**src/rtl/xc20xx_rdbk_ser.sv**
```systemverilog
// Readback serializer: snapshots a parallel frame on TRIG and shifts it out as preamble, data (MSB first), optional parity, stop.
// Optional even-parity bit is compiled in when XC20XX_RDBK_PARITY_EN is defined.
module xc20xx_rdbk_ser #(
  parameter int                FRAME_W  = 8,
  parameter int                PRE_W    = 4,
  parameter logic [PRE_W-1:0]  PREAMBLE = 4'b0010
) (
  input  logic               K,
  input  logic               R,
  input  logic               TRIG,
  input  logic               CE,
  input  logic [FRAME_W-1:0] DIN,
  output logic               RDATA,
  output logic               BUSY,
  output logic               DONE
);

  localparam int MAX_W = (PRE_W > FRAME_W) ? PRE_W : FRAME_W;
  localparam int CNT_W = (MAX_W > 1) ? $clog2(MAX_W) : 1;

  localparam logic [CNT_W-1:0] CNT_ZERO  = {CNT_W{1'b0}};
  localparam logic [CNT_W-1:0] CNT_ONE   = CNT_W'(1'b1);
  localparam logic [CNT_W-1:0] HDR_LAST  = CNT_W'(PRE_W - 1);
  localparam logic [CNT_W-1:0] DATA_LAST = CNT_W'(FRAME_W - 1);

  typedef enum logic [2:0] {
    ST_IDLE = 3'd0,
    ST_HDR  = 3'd1,
    ST_DATA = 3'd2,
    ST_PAR  = 3'd3,
    ST_STOP = 3'd4
  } state_t;

  state_t             state_r, state_s;
  logic [CNT_W-1:0]   cnt_r, cnt_s;
  logic [FRAME_W-1:0] shreg_r, shreg_s;
  logic [PRE_W-1:0]   pre_r, pre_s;
  logic               rdata_r, rdata_s;
  logic               busy_r, busy_s;
  logic               done_r, done_s;

`ifdef XC20XX_RDBK_PARITY_EN
  logic               par_r, par_s;

  function automatic logic even_par(input logic [FRAME_W-1:0] d);
    return ^d;
  endfunction
`endif

  // Next-state, counter and shift-register update; nothing advances without CE except acceptance.
  always_comb begin
    state_s = state_r;
    cnt_s   = cnt_r;
    shreg_s = shreg_r;
    pre_s   = pre_r;
    done_s  = 1'b0;
`ifdef XC20XX_RDBK_PARITY_EN
    par_s   = par_r;
`endif
    case (state_r)
      ST_IDLE: begin
        if (TRIG) begin
          state_s = ST_HDR;
          cnt_s   = CNT_ZERO;
          shreg_s = DIN;
          pre_s   = PREAMBLE;
`ifdef XC20XX_RDBK_PARITY_EN
          par_s   = even_par(DIN);
`endif
        end else begin
          state_s = ST_IDLE;
        end
      end
      ST_HDR: begin
        if (CE) begin
          if (cnt_r == HDR_LAST) begin
            state_s = ST_DATA;
            cnt_s   = CNT_ZERO;
          end else begin
            cnt_s = cnt_r + CNT_ONE;
            pre_s = pre_r << 1'b1;
          end
        end else begin
          state_s = ST_HDR;
        end
      end
      ST_DATA: begin
        if (CE) begin
          if (cnt_r == DATA_LAST) begin
`ifdef XC20XX_RDBK_PARITY_EN
            state_s = ST_PAR;
`else
            state_s = ST_STOP;
`endif
            cnt_s   = CNT_ZERO;
          end else begin
            cnt_s   = cnt_r + CNT_ONE;
            shreg_s = shreg_r << 1'b1;
          end
        end else begin
          state_s = ST_DATA;
        end
      end
`ifdef XC20XX_RDBK_PARITY_EN
      ST_PAR: begin
        if (CE) begin
          state_s = ST_STOP;
          cnt_s   = CNT_ZERO;
        end else begin
          state_s = ST_PAR;
        end
      end
`endif
      ST_STOP: begin
        if (CE) begin
          state_s = ST_IDLE;
          cnt_s   = CNT_ZERO;
          done_s  = 1'b1;
        end else begin
          state_s = ST_STOP;
        end
      end
      default: begin
        state_s = ST_IDLE;
        cnt_s   = CNT_ZERO;
      end
    endcase
  end

  // Output values for the coming cycle, derived from next state so the pins are plain flops.
  always_comb begin
    rdata_s = 1'b1;
    busy_s  = (state_s != ST_IDLE);
    case (state_s)
      ST_IDLE: rdata_s = 1'b1;
      ST_HDR:  rdata_s = pre_s[PRE_W-1];
      ST_DATA: rdata_s = shreg_s[FRAME_W-1];
`ifdef XC20XX_RDBK_PARITY_EN
      ST_PAR:  rdata_s = par_s;
`endif
      ST_STOP: rdata_s = 1'b1;
      default: rdata_s = 1'b1;
    endcase
  end

  // State and output registers; reset abandons any frame in flight without DONE.
  always_ff @(posedge K or negedge R) begin
    if (!R) begin
      state_r <= ST_IDLE;
      cnt_r   <= CNT_ZERO;
      shreg_r <= {FRAME_W{1'b0}};
      pre_r   <= {PRE_W{1'b0}};
      rdata_r <= 1'b1;
      busy_r  <= 1'b0;
      done_r  <= 1'b0;
`ifdef XC20XX_RDBK_PARITY_EN
      par_r   <= 1'b0;
`endif
    end else begin
      state_r <= state_s;
      cnt_r   <= cnt_s;
      shreg_r <= shreg_s;
      pre_r   <= pre_s;
      rdata_r <= rdata_s;
      busy_r  <= busy_s;
      done_r  <= done_s;
`ifdef XC20XX_RDBK_PARITY_EN
      par_r   <= par_s;
`endif
    end
  end

  assign RDATA = rdata_r;
  assign BUSY  = busy_r;
  assign DONE  = done_r;

endmodule

```
**config.mk**
```make
export PLATFORM = sky130hd
export DESIGN_NAME = xc20xx_rdbk_ser
export DESIGN_NICKNAME = d
export VERILOG_FILES = /design/src/rtl/xc20xx_rdbk_ser.sv
export SDC_FILE = /design/constraint.sdc
export NUM_CORES = 1
export LEC_CHECK = 0
export ABC_AREA = 1
export CAP_MARGIN = 0
export CORE_UTILIZATION = 57
export CTS_CLUSTER_SIZE = 14
export DETAILED_ROUTE_END_ITERATION = 16
export GPL_TIMING_DRIVEN = 0
export PLACE_DENSITY = 0.82
export SLEW_MARGIN = 0
export SYNTH_ARGS = -nofsm -noshare
export SYNTH_HDL_FRONTEND = slang
export SYNTH_SLANG_ARGS = --single-unit
```
**constraint.sdc**
```tcl
create_clock -name K -period 2.4 [get_ports K]
set_input_delay 0.72 -clock K [delete_from_list [all_inputs] [get_ports K]]
set_output_delay 0.72 -clock K [all_outputs]
set_load 0.005 [all_outputs]
```
# After elaboration in Yosys (flattened, before gate mapping)
# Cells that the tools add are included.
[classes]
add_sub_neg = 1
eq_ne = 13
mux = 25
n_reduce_logical = 7
[op_table]
columns = ["cell", "count"]
rows = [
  ["3-bit two-way mux", 11],
  ["8-bit two-way mux", 3],
  ["3-bit one-hot mux with 4 select lines", 2],
  ["8-bit one-hot mux with 2 select lines", 1],
  ["4-bit two-way mux", 3],
  ["2-bit inequality test, second input constant", 6],
  ["4-bit AND reduction", 3],
  ["3-bit by 2-bit equality test with 1-bit output, second input constant", 3],
  ["4-bit one-hot mux with 2 select lines", 1],
  ["3-bit by 1-bit equality test with 1-bit output, second input constant", 2],
  ["3-bit equality test, second input constant", 2],
  ["2-bit nonzero test", 2],
  ["3-bit by 1-bit adder with 3-bit output, second input constant", 1],
  ["3-bit zero test", 1],
  ["1-bit two-way mux", 3],
  ["3-bit nonzero test", 1],
  ["1-bit one-hot mux with 2 select lines", 1],
]
[totals]
regBits = 21
elab_cells = 55

# Depth between registers and ports, before layout
# Gate-level depths: netlist of run 1.
[logic_depth]
ltp_word = 6
ltp_mapped = 11
depth_no_buf = 11

# Least setup slack after synthesis of run 1
# OpenSTA, ideal clock, no wires.
[synth_path]
kind = "register to register"
from = "register cnt_r[0]"
to = "register shreg_r[0]"
setup_ns = 0.121
arrival_time_ns = 1.326
path_slack_ns = 0.954
stages_incl_launch_ff = 8
path_buffers = 0
period_less_slack_ns = 1.446
path_cell_list = "dfrtp_1 > ha_1 > ha_1 > inv_1 > nand2_1 > nand3_2 > nand3_4 > a22o_1"
[synth_via]
elab_chain_cells = 3
[synth_lines]
columns = ["element", "line_no", "source"]
rows = [
  ["from (decl)", "35", "logic [CNT_W-1:0] cnt_r, cnt_s;"],
  ["from (signal assigned)", "161", "cnt_r <= cnt_s;"],
  ["3-bit equality test", "89", "if (cnt_r == DATA_LAST) begin"],
  ["2-bit inequality test (no line)", "--", ""],
  ["4-bit AND reduction (no line)", "--", ""],
  ["to (signal assigned)", "151", "shreg_r <= {FRAME_W{1'b0}};"],
  ["to (signal assigned)", "162", "shreg_r <= shreg_s;"],
  ["to (decl)", "36", "logic [FRAME_W-1:0] shreg_r, shreg_s;"],
]
# Every way passes these cells.
# A chain may end at the register's enable or synchronous reset.

# Worst setup path after layout of run 1
[layout_path]
from = "register rdata_r, in the netlist RDATA"
to = "output port RDATA"
[layout_rtl]
columns = ["element", "line_no", "source"]
rows = [
  ["from (decl)", "38", "logic rdata_r, rdata_s;"],
  ["from (signal assigned)", "164", "rdata_r <= rdata_s;"],
  ["to (decl)", "13", "output logic RDATA,"],
]
# No word-level cell between the ends.

==> flow_metrics.env, run 1 <==
export IMPL_outcome="finished clean"
export IMPL_min_period_over_period_pct=85.1
export IMPL_cp_num_cells=1
export IMPL_detailed_place_hpwl_um=1590
export IMPL_async_reset_ff_share_pct=100
export IMPL_post_cts_resized=0
export IMPL_irDropWorstVdd_mv=0.582
export IMPL_syn_area_per_cell_um2=8.94
export IMPL_wl_um=2230
export IMPL_synthTopCellsByArea="dfrtp_1 43%, nand2_1 13%, nand3_2 5.5%"
export IMPL_viasPerCell=5.46
export IMPL_powerDensity_nw_per_um2=968
export IMPL_drt_iter0_markers=21
export IMPL_firstDrtPassIters=4
export IMPL_hold_buffers=0
export IMPL_yosys_area_top_type="dfrtp_1"
export IMPL_drive_gt1_share_pct=21.3
export IMPL_fmax_mhz=490
export IMPL_arrival_ns=1.32
export IMPL_synthXorXnorAreaFrac_pct=0
export IMPL_crit_slowest_cell="dfstp_2"
export IMPL_min_delay_start="shreg_r[7]"
export IMPL_hold_path_class="reg2reg"
export IMPL_p_clk_share_pct=15.7
export IMPL_cts_htree_levels=1
export IMPL_clk_pin_slew_ns=0.11
export IMPL_mappedNetlistNets=139
export IMPL_cts_root_buffer_cell="clkbuf_4"
export IMPL_first_global_vias=880
export IMPL_muxShareOfSynthArea_pct=0
export IMPL_synthSimpleGateAreaFrac_pct=34.6
export IMPL_ff2ff_path_depth=7
export IMPL_ys_seq_area_share_pct=45.6
export IMPL_postCtsSetupBuffers=0
export IMPL_synthCells=123
export IMPL_intPower_mw=0.759
export IMPL_synth_cell_types=25
export IMPL_clk_insertion_delay_late_ns=0.31
export IMPL_ys_flop_type="dfrtp_1"
export IMPL_start_util_pct=62.3
export IMPL_core_um2=1760
export IMPL_syn_area_um2=1100
export IMPL_drv_cap=0
export IMPL_synth_edf_count=0
export IMPL_hold_depth=2
export IMPL_required_ns=1.68
export IMPL_worst_pin_slew_ns=0.889
export IMPL_seq_power_share_pct=41.8
export IMPL_ys_ff_latch=20
export IMPL_finalClockSkew_ns=0.00331
export IMPL_portBuffers=14
export IMPL_row_count=15
export IMPL_synth_top_area_share_pct=43.2
export IMPL_crit_end="RDATA"
export IMPL_pwr_share_comb_pct=42.5
export IMPL_ys_top_cells_by_count="38 x nand2_1, 19 x dfrtp_1, 10 x inv_1"
export IMPL_fp_dieArea_um2=2110
export IMPL_reg2reg_from="cnt_r[0]"
export IMPL_place_ws_ns=0.309
export IMPL_grt_max_degree=21
export IMPL_chipWidth_um=45.9
export IMPL_crit_family="flip-flops"
export IMPL_gp_congestion=0.859
export IMPL_ys_warn_count=0
export IMPL_crit_type="reg2out"
export IMPL_routedWlPerCell_um=13.4
export IMPL_synth_compound_area_share_pct=10.1
export IMPL_drc=0
export IMPL_rrSetupSlack_ns=0.76
export IMPL_hold_viol=0
export IMPL_worst_path_buf_inv=1
export IMPL_clockBufferDepth=2
export IMPL_drt_antenna_violating_nets=0
export IMPL_slew_violations=0
export IMPL_nFillCells=152
export IMPL_globalRouteTotalUtil_pct=26.5
export IMPL_end_kind="primary output"
export IMPL_cts_tree="yes"
export IMPL_p_sw_share_pct=40.0
export IMPL_synth_most_common_cell="nand2_1"
export IMPL_antenna_cells=0
export IMPL_synth_top_family_by_area="simple AND/OR/NAND/NOR gates"
export IMPL_fin_util_pct=74.1
export IMPL_cp_slowest_stage_delay_ns=0.53
export IMPL_numCtsBuffers=3
export IMPL_setup_tns_final_ns=0
export IMPL_worst_slack_ns=0.357
export IMPL_max_slew_margin_rel_pct=40.6
export IMPL_vias=906
export IMPL_chipHeight_um=45.9
export IMPL_r2r_end="shreg_r[0]"
export IMPL_power_switching_mw=0.506
export IMPL_nets=158
export IMPL_antenna_found_initial=0
export IMPL_grt_pass1_wl_um=3820
export IMPL_leakage_nw=0.653
export IMPL_min_period_ns=2.04
export IMPL_critPathLaunchType="register"
export IMPL_power_total_mw=1.27
export IMPL_setup_viol=0
export IMPL_overflow=0
export IMPL_rsz0062_at_grt="false"
export IMPL_cts_sinks=20
export IMPL_io_pins=15
export IMPL_crit_chain="clkdlybuf4s50_1"
export IMPL_syn_to_final_growth_pct=18.9
export IMPL_synthAdderAreaFrac_pct=4.55
export IMPL_worstPathMaxFanout=1
export IMPL_startpoint="RDATA"
-- per-layer routing --
| layer | vias up | global-route usage [%] | routed length (um) |
|---|---|---|---|
| met5 | - | 0 | 0 |
| met4 | 0 | 15.3 | 48 |
| met3 | 5 | 6.35 | 90 |
| met2 | 22 | 41.7 | 1150 |
| met1 | 440 | 33.0 | 947 |
| li1 | 439 | - | - |
-- through the flow --
stage	cells	instance area [um2]	hold WS [ns]
2_1_floorplan	123	1100	0.424
4_1_cts	166	1310	0.497
3_3_place_gp	162	1270	0.458
5_1_grt	166	1310	0.517
3_5_place_dp	162	1270	0.467
6_report	166	1310	0.497
-- sequential cells by signal (all words and copies together), names as in the netlist --
| name | count |
|---|---|
| shreg_r | 8 |
| cnt_r | 3 |
| state_r | 3 |
| pre_r | 3 |
| RDATA | 1 |
| DONE | 1 |
| BUSY | 1 |
-- final cells by class --
type / count / area (um2) / share of cell area, %
Inverter: 15 / 56.3 / 4.31
Tap cell: 25 / 31.3 / 2.39
Sequential cell: 20 / 502 / 38.4
Timing Repair Buffer: 14 / 140 / 10.7
Multi-Input combinational cell: 88 / 542 / 41.4
Clock buffer: 4 / 36.3 / 2.78
-- worst min-delay path by stage --
stage | to
after floorplan | BUSY
after global placement | pre_r[1]
after detailed placement | shreg_r[2]
after CTS | shreg_r[2]
after global routing | shreg_r[7]
final | shreg_r[7]
-- worst register-to-register path: stages (launching register included) --
cell     delay (ns)
dfrtp_1        0.42
ha_1           0.24
ha_1           0.23
inv_1          0.09
nand2_1        0.11
nand3_2        0.13
nand3_4        0.12
a22o_1         0.21
-- kinds of logic (layout without fill, tap and decap cells) --
kind of cell	Yosys count	in the layout
AO/OA/AOI/OAI	17	17
adder cells (fa/ha/maj)	4	4
buffers and inverters	15	33
flip-flops	20	20
AND/OR/NAND/NOR	67	67
-- power by group through the flow --
stage          combinational (mW)  sequential (mW)  clock, mW
5_1_grt                     0.601            0.543      0.215
2_1_floorplan               0.394            0.521          0
6_report                    0.537            0.529      0.199
3_5_place_dp                0.534            0.534          0
3_3_place_gp                0.507            0.527          0
4_1_cts                     0.540            0.528      0.205
-- placed cells by master, fill, tap and decap left out, types with 2 or more instances in the layout --
cell type | netlist | final
nand2_4 | 2 | 2
inv_1 | 10 | 10
clkdlybuf4s50_1 | 0 | 14
clkbuf_4 | 0 | 3
nand2_2 | 4 | 4
dfrtp_1 | 19 | 19
nand4_1 | 2 | 2
nand3_1 | 5 | 5
nor2_2 | 3 | 3
ha_1 | 4 | 4
a22oi_1 | 6 | 6
nand2_1 | 38 | 38
o21ai_0 | 2 | 2
o21ai_1 | 4 | 4
nor2_1 | 2 | 2
inv_2 | 5 | 5
nor2_4 | 2 | 2
nand3_2 | 6 | 6
No activity file was read; power rests on OpenSTA's default activity.
==> inputs of run 2 (changes only) <==
==> constraint.sdc (replaced) <==
create_clock -name K -period 2.4 [get_ports K]
set_input_delay 0.72 -clock K [delete_from_list [all_inputs] [get_ports K]]
set_output_delay 0.72 -clock K [all_outputs]
set_load 0.05 [all_outputs]
==> results of run 2 <==
Same layout as run 1 (identical final DEF). Status: finished clean.
Among the figures that moved: setup slack after layout 0.357 ns -> 0.0542 ns; total power 1.27 mW -> 1.31 mW; worst IR drop on VDD 0.582 mV -> 0.605 mV
==> inputs of run 3 (changes only) <==
CORE_MARGIN = 1   (was default)
RECOVER_POWER = 50   (was default)
==> flow_metrics.env, run 3 (synthesized netlist as in run 1, its figures left out) <==
export IMPL_nFillCells=153
export IMPL_multiInputGateArea_um2=539
export IMPL_fmax_mhz=426
export IMPL_first_global_vias=880
export IMPL_portBuffers=14
export IMPL_cts_sinks=20
export IMPL_nets=158
export IMPL_wl_um=2250
export IMPL_crit_family="buffers and inverters"
export IMPL_setup_viol=0
export IMPL_critPathLaunchType="register"
export IMPL_largest_reg_flops=8
export IMPL_start_util_pct=62.3
export IMPL_antenna_found_initial=0
export IMPL_powerDensity_nw_per_um2=1000
export IMPL_detailed_place_hpwl_um=1590
export IMPL_gp_congestion=0.859
export IMPL_drive_gt1_share_pct=19.9
export IMPL_setup_tns_final_ns=0
export IMPL_arrival_ns=1.63
export IMPL_top_register="shreg_r"
export IMPL_cts_root_buffer_cell="clkbuf_4"
export IMPL_worstPathMaxFanout=1
export IMPL_leakage_nw=0.655
export IMPL_row_count=15
export IMPL_grt_pass1_wl_um=3820
export IMPL_io_pins=15
export IMPL_drc=0
export IMPL_cts_tree="yes"
export IMPL_antenna_cells=0
export IMPL_finalClockSkew_ns=0.00582
export IMPL_drv_cap=0
export IMPL_worst_slack_ns=0.0518
export IMPL_min_period_over_period_pct=97.8
export IMPL_post_cts_resized=0
export IMPL_crit_chain="clkdlybuf4s50_1"
export IMPL_crit_type="reg2out"
export IMPL_cts_htree_levels=1
export IMPL_place_ws_ns=0.309
export IMPL_core_um2=1760
export IMPL_drt_iter0_markers=21
export IMPL_drt_antenna_violating_nets=0
export IMPL_end_kind="primary output"
export IMPL_chipWidth_um=45.9
export IMPL_outcome="finished clean"
export IMPL_clk_insertion_delay_late_ns=0.31
export IMPL_clk_pin_slew_ns=0.11
export IMPL_required_ns=1.68
export IMPL_syn_to_final_growth_pct=18.7
export IMPL_max_slew_margin_rel_pct=39.9
export IMPL_irDropWorstVdd_mv=0.600
export IMPL_ff_latch_area_um2=502
export IMPL_vias=920
export IMPL_viasPerCell=5.54
export IMPL_post_dp_cell_area_um2=1270
export IMPL_final_common_cell="nand2_1"
export IMPL_cp_slowest_stage_delay_ns=0.79
export IMPL_hold_buffers=0
export IMPL_numCtsBuffers=3
export IMPL_slew_violations=0
export IMPL_worst_path_buf_inv=1
export IMPL_hold_path_class="reg2reg"
export IMPL_overflow=0
export IMPL_routedWlPerCell_um=13.5
export IMPL_final_cell_mix="38 x nand2_1, 19 x dfrtp_1, 12 x clkdlybuf4s50_1"
export IMPL_hold_viol=0
export IMPL_rsz0062_at_grt="false"
export IMPL_firstDrtPassIters=4
export IMPL_crit_slowest_cell="clkdlybuf4s50_1"
export IMPL_min_period_ns=2.35
export IMPL_grt_max_degree=21
export IMPL_final_design_area_no_fill_um2=1310
export IMPL_clockBufferDepth=2
export IMPL_chipHeight_um=45.9
export IMPL_globalRouteTotalUtil_pct=26.5
export IMPL_worst_pin_slew_ns=0.899
export IMPL_postCtsSetupBuffers=0
export IMPL_fp_dieArea_um2=2110
==> run 3: cell types whose count changed in the layout (fill, tap and decap cells not counted), sizes merged <==
cell           delta
clkdlybuf4s50     -2
dlygate4sd3       +2
==> run 3: area by class of cell <==
| cell class | count | area share (%) |
|---|---|---|
| clock buffer | 4 | 2.78 |
| inverter | 15 | 4.31 |
| multi-input combinational | 88 | 41.3 |
| sequential | 20 | 38.4 |
| tap | 25 | 2.40 |
| timing repair buffer | 14 | 10.7 |
==> run 3: worst paths after layout <==
path	to	start	cells after the start	slack, ns
max in group asynchronous	cnt_r[2]	R	1	0.88
hold / removal	shreg_r[7]	shreg_r[7]	2	0.50
hold reg to reg	shreg_r[7]	shreg_r[7]	2	0.50
min in group asynchronous	shreg_r[5]	R	1	0.97
setup / recovery	RDATA	RDATA	1	0.05
setup reg to reg	shreg_r[0]	cnt_r[0]	7	0.76
==> run 3: tightest hold or removal path: stages, from the launching register on <==
cell,delay (ns)
dfrtp_1,0.36
nand2_2,0.06
nand2_1,0.05
==> run 3: routing by layer <==
metal,GRT usage [%],wire length [um]
met4,15.3,38
met3,6.35,100
met1,33.0,956
met5,0,0
met2,41.7,1150
==> run 3: power breakdown <==
group	internal, mW	leakage [nW]	total, mW	switching (mW)
logic	0.208	0.379	0.581	0.373
clock network	0.0928	0.0210	0.198	0.105
registers	0.457	0.254	0.529	0.0716
==> run 3: stage by stage <==
stage,utilization (%),total power [mW],std cells,hold WS [ns]
final,74.0,1.31,166,0.497
after global routing,74.0,1.40,166,0.517
after CTS,74.1,1.32,166,0.497
after detailed placement,72.1,1.11,162,0.467
after global placement,72.1,1.08,162,0.458
after floorplan,-,0.963,123,0.424
